File: src/rtl/cnn_ot_serializer_pkg.sv
// Shared geometry and helpers for the cnn_core output serializer.
// The input-side loader uses the same word count and index width.
package cnn_ot_serializer_pkg;

  localparam int OCH       = 2;
  localparam int OX        = 4;
  localparam int OY        = 4;
  localparam int DATA_LEN  = 16;
  localparam int PIX       = OX * OY;
  localparam int OUT_WORDS = OCH * OX * OY;
  localparam int IDX_W     = $clog2(OUT_WORDS);
  localparam int CH_W      = (OCH > 1) ? $clog2(OCH) : 1;
  localparam int FMAP_W    = OUT_WORDS * DATA_LEN;

  typedef enum logic [0:0] {
    ST_IDLE = 1'b0,
    ST_SEND = 1'b1
  } state_e;

  // Clamp negative two's-complement words to zero when enabled.
  function automatic logic [DATA_LEN-1:0] relu_word(input logic [DATA_LEN-1:0] w,
                                                    input logic en);
    logic [DATA_LEN-1:0] r;
    if (en && w[DATA_LEN-1]) begin
      r = {DATA_LEN{1'b0}};
    end else begin
      r = w;
    end
    return r;
  endfunction

endpackage

File: src/rtl/cnn_ot_serializer_if.sv
// Valid/ready word stream from the serializer toward the buffer or bus writer.
interface cnn_ot_serializer_if #(
  parameter int DATA_LEN = 16,
  parameter int CH_W     = 1
);
  logic                o_ot_valid;
  logic                i_ot_ready;
  logic [DATA_LEN-1:0] o_ot_data;
  logic [CH_W-1:0]     o_ot_ch;
  logic                o_ot_last;

  modport master (
    output o_ot_valid,
    output o_ot_data,
    output o_ot_ch,
    output o_ot_last,
    input  i_ot_ready
  );

  modport slave (
    input  o_ot_valid,
    input  o_ot_data,
    input  o_ot_ch,
    input  o_ot_last,
    output i_ot_ready
  );
endinterface

File: src/rtl/cnn_ot_serializer.sv
// Captures one full cnn_core output map on its valid pulse and streams it out
// one word per beat, channel-major, with optional ReLU on each word.
module cnn_ot_serializer
  import cnn_ot_serializer_pkg::*;
#(
  parameter int ACT_RELU = 0
) (
  input  logic              clk,
  input  logic              reset,
  input  logic              i_soft_reset,
  input  logic              i_in_valid,
  input  logic [FMAP_W-1:0] i_in_fmap,
  output logic              o_busy,
  output logic              o_overflow,
  cnn_ot_serializer_if.master ot
);

  localparam logic [IDX_W-1:0] LAST_IDX = IDX_W'(OUT_WORDS - 1);

  state_e              state_q, state_d;
  logic [IDX_W-1:0]    idx_q, idx_d;
  logic [FMAP_W-1:0]   cap_q, cap_d;
  logic                ovf_q, ovf_d;
  logic                send_s;
  logic                hs_s;
  logic                is_last_s;
  logic                final_hs_s;
  logic [DATA_LEN-1:0] word_s;

  assign send_s     = (state_q == ST_SEND);
  assign hs_s       = send_s && ot.i_ot_ready;
  assign is_last_s  = (idx_q == LAST_IDX);
  assign final_hs_s = hs_s && is_last_s;

  // Next-state, index advance, frame capture and overflow tracking.
  always_comb begin
    state_d = state_q;
    idx_d   = idx_q;
    cap_d   = cap_q;
    ovf_d   = ovf_q;
    case (state_q)
      ST_IDLE: begin
        if (i_in_valid) begin
          cap_d   = i_in_fmap;
          idx_d   = {IDX_W{1'b0}};
          state_d = ST_SEND;
        end else begin
          idx_d   = {IDX_W{1'b0}};
        end
      end
      ST_SEND: begin
        if (hs_s && !is_last_s) begin
          idx_d = idx_q + IDX_W'(1);
        end else if (final_hs_s && i_in_valid) begin
          // Back-to-back frame: the new map follows the last beat with no gap.
          cap_d = i_in_fmap;
          idx_d = {IDX_W{1'b0}};
        end else if (final_hs_s) begin
          idx_d   = {IDX_W{1'b0}};
          state_d = ST_IDLE;
        end else begin
          idx_d = idx_q;
        end
        if (i_in_valid && !final_hs_s) begin
          ovf_d = 1'b1;
        end else begin
          ovf_d = ovf_q;
        end
      end
      default: begin
        state_d = ST_IDLE;
        idx_d   = {IDX_W{1'b0}};
      end
    endcase
  end

  // State register; either reset source discards any partial frame.
  always_ff @(posedge clk) begin
    if (reset || i_soft_reset) begin
      state_q <= ST_IDLE;
      idx_q   <= {IDX_W{1'b0}};
      cap_q   <= {FMAP_W{1'b0}};
      ovf_q   <= 1'b0;
    end else begin
      state_q <= state_d;
      idx_q   <= idx_d;
      cap_q   <= cap_d;
      ovf_q   <= ovf_d;
    end
  end

  // Word mux; driven only from registered state so ready never reaches valid.
  always_comb begin
    word_s = cap_q[int'(idx_q)*DATA_LEN +: DATA_LEN];
  end

  assign ot.o_ot_valid = send_s;
  assign ot.o_ot_data  = send_s ? relu_word(word_s, ACT_RELU != 0) : {DATA_LEN{1'b0}};
  assign ot.o_ot_ch    = send_s ? CH_W'(idx_q / IDX_W'(PIX)) : {CH_W{1'b0}};
  assign ot.o_ot_last  = send_s && is_last_s;
  assign o_busy        = send_s;
  assign o_overflow    = ovf_q;

endmodule

File: src/flat_wrapper.sv
// flat-port wrapper written by rule: the top's interface ports become plain ports
module cnn_ot_serializer_flat import cnn_ot_serializer_pkg::*;
#(
  parameter int ACT_RELU = 0
)
  (clk, reset, i_soft_reset, i_in_valid, i_in_fmap, o_busy, o_overflow, ot_o_ot_valid, ot_o_ot_data, ot_o_ot_ch, ot_o_ot_last, ot_i_ot_ready);
  cnn_ot_serializer_if #(.DATA_LEN(DATA_LEN), .CH_W(CH_W)) ot_i ();
  input  logic clk;
  input  logic reset;
  input  logic i_soft_reset;
  input  logic i_in_valid;
  input  logic [FMAP_W-1:0] i_in_fmap;
  output logic o_busy;
  output logic o_overflow;
  output wire logic [$bits(ot_i.o_ot_valid)-1:0] ot_o_ot_valid;
  output wire logic [$bits(ot_i.o_ot_data)-1:0] ot_o_ot_data;
  output wire logic [$bits(ot_i.o_ot_ch)-1:0] ot_o_ot_ch;
  output wire logic [$bits(ot_i.o_ot_last)-1:0] ot_o_ot_last;
  input wire logic [$bits(ot_i.i_ot_ready)-1:0] ot_i_ot_ready;
  assign ot_o_ot_valid = ot_i.o_ot_valid;
  assign ot_o_ot_data = ot_i.o_ot_data;
  assign ot_o_ot_ch = ot_i.o_ot_ch;
  assign ot_o_ot_last = ot_i.o_ot_last;
  assign ot_i.i_ot_ready = ot_i_ot_ready;
  cnn_ot_serializer #(.ACT_RELU(ACT_RELU)) u_core (.clk(clk), .reset(reset), .i_soft_reset(i_soft_reset), .i_in_valid(i_in_valid), .i_in_fmap(i_in_fmap), .o_busy(o_busy), .o_overflow(o_overflow), .ot(ot_i));
endmodule
File: config.mk
export PLATFORM = sky130hd
export DESIGN_NAME = cnn_ot_serializer_flat
export DESIGN_NICKNAME = d
export VERILOG_FILES = /design/src/rtl/cnn_ot_serializer_pkg.sv /design/src/rtl/cnn_ot_serializer_if.sv /design/src/rtl/cnn_ot_serializer.sv /design/src/flat_wrapper.sv
export SDC_FILE = /design/constraint.sdc
export NUM_CORES = 1
export LEC_CHECK = 0
export CAP_MARGIN = 10
export CORE_ASPECT_RATIO = 1.4
export CORE_MARGIN = 5
export CORE_UTILIZATION = 45
export DETAILED_ROUTE_END_ITERATION = 12
export PLACE_DENSITY = 0.82
export SYNTH_ARGS = -nofsm -noshare
export SYNTH_HDL_FRONTEND = slang
export SYNTH_SLANG_ARGS = --single-unit
File: constraint.sdc
create_clock -name clk -period 2.4 [get_ports clk]
set_input_delay 0.48 -clock clk [delete_from_list [all_inputs] [get_ports clk]]
set_output_delay 0.48 -clock clk [all_outputs]
set_load 0.02 [all_outputs]
==> results of run 1 <==
## final cells by class
class,count,area (um2)
fill,3500,15300
multi-input combinational,1881,11600
sequential,519,10400
timing repair buffer,802,9110
clock buffer,64,1370
tap,637,797
clock inverter,22,318
antenna,2,5.00
inverter,1,3.75
## per-layer routing
| metal | vias to the layer above | wire (um) | part of all wire (%) |
|---|---|---|---|
| met5 | - | 16 | 0.017 |
| met4 | 2 | 7680 | 8.3 |
| met3 | 376 | 7700 | 8.3 |
| met2 | 1344 | 44200 | 48 |
| met1 | 10577 | 33200 | 36 |
| li1 | 10122 | - | - |
## flip-flops by register name, summed over array words and instances, names as in the netlist
name,count
u_core.idx_q,5
u_core.o_busy,1
u_core.o_overflow,1
u_core.cap_q,512
## power by group
group          internal [mW]  total [mW]  switching [mW]
logic                   1.61        2.96            1.36
clock network           4.80        8.27            3.47
registers               8.88        9.07           0.192
total                   15.3        20.3            5.02
## metrics by stage
step / util, % / setup TNS [ps] / power [mW]
CTS: 65.8 / -57560 / 19.9
global placement: 59.6 / -131280 / 11.6
detailed placement: 59.6 / -180670 / 11.6
global route: 68.7 / -146850 / 20.8
finish: 68.8 / -105880 / 20.3
floorplan: - / 0 / 10.1
## worst max path at each step
stage	startpoint	to	cells after the start
6_report	u_core.idx_q[0]$_SDFFE_PP0P_	ot_o_ot_data[7]	7
5_1_grt	u_core.idx_q[0]$_SDFFE_PP0P_	ot_o_ot_data[7]	7
4_1_cts	u_core.idx_q[0]$_SDFFE_PP0P_	ot_o_ot_data[5]	9
3_5_place_dp	u_core.idx_q[0]$_SDFFE_PP0P_	ot_o_ot_data[14]	7
3_3_place_gp	u_core.idx_q[0]$_SDFFE_PP0P_	ot_o_ot_data[14]	7
2_1_floorplan	u_core.idx_q[2]$_SDFFE_PP0P_	u_core.cap_q[457]$_SDFFE_PP0P_	12
## cell usage in the layout (no fill, tap or decap), types with 16 or more instances in the layout
master	n
a21oi_1	412
a21oi_2	104
buf_12	58
buf_16	16
buf_4	126
buf_6	42
clkbuf_16	73
clkdlybuf4s50_1	520
dfxtp_1	516
mux2_2	31
mux2i_1	54
mux2i_2	17
mux4_2	98
nand2_1	972
nand2_2	66
## logic make-up (layout without fill, tap and decap cells)
| group | Yosys count | after routing |
|---|---|---|
| compound gates | 584 | 584 |
| flops | 519 | 519 |
| buf+inv | 222 | 889 |
| simple gates | 1085 | 1085 |
| mux | 209 | 209 |
| other cells | 0 | 2 |
| fa+ha+maj | 3 | 3 |
## what timing repair did
item | in CTS | in global routing
hold buffers | 0 | 0
pin swaps | 43 | 40
gates cloned | 13 | 29
setup buffers | 39 | 14
gates resized for setup | 254 | 195
endpoints found under the setup margin | 530 | 531
## worst max-delay path, stage by stage, from the launching register on
cell	delay, ps
dfxtp_4	410
buf_8	160
buf_12	130
mux4_2	540
mux2i_2	230
a22oi_2	190
and4_1	280
buf_6	150
==> reports/metrics.cfg, run 1 <==
[floorplanning]
initial_core_util_pct=45.2
row_count=96
die_w_um=197
io_pins=538
core_um2=48900
dieArea_um2=53700
die_y_um=272

[clocking]
clockRootBuffer=clkbuf_16
htreeDepth=2
tritoncts=yes
cts_num_sinks=519
insertion_delay_ps=570
clk_path_buf_depth=3
clk_pin_slew_ps=60
cts_made_buffers=48

[critical_path]
critPathMaxFanout=6
r2r_end=u_core.cap_q[128]$_SDFFE_PP0P_
reg2reg_depth=14
r2r-start=u_core.idx_q[0]$_SDFFE_PP0P_
path_class=reg2out
r2r_setup_slack_ps=-370
crit_path_start_kind=register
cp_data_arrival_time_ps=2670
critPathRequiredTime_ps=1920
crit_path_end_kind=output pin

[synthesis]
ys_seq_area_share_pct=47.0
synth_xor_area_share_pct=0
postSynth.asyncResetShare_pct=0
synth_edf_count=0
syn_area_per_cell_um2=8.43
synth.distinct_cells=31
synth_warnings=0
ys_top_cells_by_area=dfxtp_1 47%, nand2_1 18%, a21oi_1 12%
syn_nets=3142
yosys.area_share.simple_pct=19.0
yosysTopAreaCellShare_pct=47.0
synth_commonest_cells=1043 x nand2_1, 519 x dfxtp_1, 516 x a21oi_1
synth_most_common_cell=nand2_1
synth_top_area_cell=dfxtp_1
ys_ff_latch=519
synth_compound_area_share_pct=13.8
synth_top_family_by_area=simple AND/OR/NAND/NOR gates
syn_inst=2622
ys.flop_type=dfxtp_1
synth_area_um2=22100
muxShareOfSynthArea_pct=15.2
synthAdderAreaFrac_pct=0.170

[route]
drt_wl_total_um=92800
ant_nets=0
vias_per_cell=5.71
dr.pass1.iters=5
num_vias=22421
drtIter0Drc=2361
drc=0
wl_per_cell_um=23.6

[sta]
finalWorstSetupSlack_ps=-752
hold_violations=0
fmax_mhz=317
drv_slew=0
whs_ps=454
rsz0062_at_grt=yes
worst_pin_slew_ps=854
finalCritPeriodShare_pct=131
setup_viol=530
skew_ps=16.5
timing.slew.headroom_pct=42.8
min_period_ps=3150

[status]
status=finished, violations left
violations=setup timing

[place]
dp_slack_ps=-777
port_buffers=537
dp.cells=3748
routabilityCongestion=0.949
hpwl_um=64200
dpl_cell_area_um2=29100

[layout]
drive_gt1_share_pct=22.2
fin_nets=3773
design_area_um2=33600
syn2layout_area_growth_pct=52.1
stdcell_count=3928

[global_route]
grt_pass1_vias=21675
grtUsageMet1_pct=36.3
gr-max-usage-layer=met2
grt_usage_pct=30.5
met2_usage_pct=50.3
grt_max_degree=114
antenna_found_initial=3
grt_overflow=0
grt.met3_usage_pct=4.75
grt_first_pass_wirelength_um=126000

[flow_run]
cap_viol_max_count=0

[power]
ir_worst_vdd_mv=0.563
p_leak_nw=12.2
power.density_nw_per_um2=604

[hold_path]
whs_endpoint=u_core.cap_q[92]$_SDFFE_PP0P_
whs_path_depth=2
min_from=u_core.cap_q[92]$_SDFFE_PP0P_
holdCritPathClass=reg2reg

(Power assumes the default switching activity.)
==> inputs of run 2 (changes only) <==
--- a/config.mk
+++ b/config.mk
@@ -6,7 +6,6 @@
 export NUM_CORES = 1
 export LEC_CHECK = 0
 export CAP_MARGIN = 10
-export CORE_ASPECT_RATIO = 1.4
 export CORE_MARGIN = 5
 export CORE_UTILIZATION = 45
 export DETAILED_ROUTE_END_ITERATION = 12
==> run 2 against run 1 <==
- the flow still finishes with violations (setup timing)
- die area shrank 0.12%
- via count up 11%
- clock skew rose by 0.70 ps
- sequential share of layout area is 2.7 points lower
- power up 8.5%
- global-route usage increased by 7.8 points
- sequential power increased by 0.4%
- flip-flop and latch count is the same
- fmax is 2.9% lower
==> reports/metrics.cfg, run 2 (same netlist as run 1, synthesis figures left out) <==
[layout]
final_common_cell=nand2_1
fin_nets=3826  ; +1.4%
final_cell_mix=815 x nand2_1, 520 x clkdlybuf4s50_1, 516 x dfxtp_1
largest_register_ffs=512  ; unchanged
reg_top3=u_core.cap_q (512), u_core.idx_q (5)
drive_gt1_share_pct=30.3  ; +8.1 points
syn2layout_area_growth_pct=66.5
top_register=u_core.cap_q

[power]
p_int_mw=16.1  ; +5.6%
combPwrFrac_pct=17.7  ; +3.1 points
pwr-share-seq_pct=41.3  ; -3.4 points
p_leak_nw=13.8  ; +14%
clock_power_share_pct=41.0  ; +0.3 points
ir_worst_vdd_mv=0.632  ; +12%
p_total_mw=22.0  ; +8.5%
swShare_pct=26.7  ; +2.0 points
power.density_nw_per_um2=599  ; -0.94%
switchingPower_mw=5.88  ; +17%

[critical_path]
critPathRequiredTime_ps=1920  ; about the same
critPathMaxFanout=6  ; unchanged
cp_data_arrival_time_ps=2770  ; +100 ps
crit_path_start_kind=register
crit_path_end_kind=output pin
path_class=reg2out

[place]
routabilityCongestion=0.940  ; -0.93%
port_buffers=537  ; unchanged
hpwl_um=62100  ; -3.2%
dp_slack_ps=-904  ; -127 ps

[floorplanning]
io_pins=538  ; unchanged
core_um2=48700  ; -0.28%
dieArea_um2=53700  ; -0.12%
die_w_um=232  ; +17%
row_count=81  ; -16%
die_y_um=232  ; -15%
initial_core_util_pct=45.3  ; +0.13 points

[global_route]
grt_overflow=0  ; unchanged
antenna_found_initial=16  ; +13
grt_max_degree=72  ; -37%
grt_pass1_vias=24982  ; +15%
grt_usage_pct=38.3  ; +7.8 points
grt_first_pass_wirelength_um=156000  ; +24%

[route]
vias_per_cell=6.18  ; +8.2%
drt_wl_total_um=115000  ; +24%
ant_nets=0  ; unchanged
num_vias=24875  ; +11%
wl_per_cell_um=28.6  ; +21%
drc=0  ; unchanged
drtIter0Drc=3582  ; +52%
dr.pass1.iters=6  ; +1

[status]
violations=setup timing
status=finished, violations left

[clocking]
clockRootBuffer=clkbuf_16
cts_made_buffers=52  ; +8.3%
tritoncts=yes
htreeDepth=2  ; unchanged
clk_pin_slew_ps=70  ; about the same
cts_num_sinks=519  ; unchanged
insertion_delay_ps=620  ; +50 ps
clk_path_buf_depth=3  ; unchanged
holdBufCountCts=0  ; unchanged

[sta]
worst_pin_slew_ps=727  ; -127 ps
min_period_ps=3250  ; +93.6 ps
setup_viol=530  ; unchanged
fmax_mhz=308  ; -2.9%
hold_violations=0  ; unchanged
finalWorstSetupSlack_ps=-846  ; -93.6 ps
setup_tns_ps=-172090  ; -66210 ps
skew_ps=17.2  ; +0.698 ps
timing.slew.headroom_pct=51.3  ; +8.5 points
drv_slew=0  ; unchanged
finalCritPeriodShare_pct=135  ; +3.9 points
rsz0062_at_grt=yes

[hold_path]
holdCritPathClass=in2reg

[flow_run]
cap_viol_max_count=0  ; unchanged

==> run 2: worst max-delay path: stages (launching register included) <==
cell and delay, ps:
dfxtp_4 420, buf_12 160, buf_12 130, mux4_2 540, mux2i_2 240, buf_4 180, a22oi_2 90, and4_4 250
buf_6 130
==> run 2: final timing paths <==
check | start | end | slack (ps) | cells past startpoint
max | u_core.idx_q[0]$_SDFFE_PP0P_ | ot_o_ot_data[4] | -850 | 8
min reg2reg | u_core.cap_q[241]$_SDFFE_PP0P_ | u_core.cap_q[241]$_SDFFE_PP0P_ | 450 | 2
max reg2reg | u_core.idx_q[0]$_SDFFE_PP0P_ | u_core.cap_q[272]$_SDFFE_PP0P_ | -570 | 18
min | i_in_fmap[499] | u_core.cap_q[499]$_SDFFE_PP0P_ | 400 | 3
==> run 2: per-stage QoR <==
step                instance area [um2]  hold WS [ps]  cells  utilization, %
floorplan                         22100           433   2622               -
global placement                  28800           438   3734            59.0
detailed placement                28800           443   3734            59.0
CTS                               35800           394   3987            73.5
global route                      36800           416   4018            75.5
finish                            36800           401   4026            75.5
==> run 2: what timing repair did <==
item	4_1_cts	5_1_grt
cloned	78	10
buffers inserted	84	29
hold endpoints to repair	0	0
pin swaps	248	71
resized for setup	689	198
endpoints found under the setup margin	530	530
==> run 2: routing by layer <==
| layer | up-vias | track usage (%) | routed length, um | part of all wire [%] |
|---|---|---|---|---|
| met2 | 2243 | 60.7 | 51000 | 44 |
| met4 | 16 | 24.4 | 10800 | 9.3 |
| li1 | 10276 | - | - | - |
| met1 | 11601 | 45.7 | 38800 | 34 |
| met5 | - | 0 | 141 | 0.12 |
| met3 | 739 | 11.2 | 14600 | 13 |
==> run 2: power groups by stage <==
stage               sequential, mW  clock (mW)  combinational (mW)
floorplan                     9.17           0               0.963
global placement              9.23           0                2.26
detailed placement            9.23           0                2.28
CTS                           9.06        8.85                3.49
global route                  9.11        9.29                4.01
finish                        9.11        9.03                3.89
==> run 2: area by class of cell <==
class                      instances  area [um2]
clock buffer                      66        1470
multi-input combinational       1881       13000
sequential                       519       10400
fill                            2792       11900
antenna                           13        32.5
clock inverter                    31         389
inverter                           1        3.75
timing repair buffer             851       10700
tap                              664         831
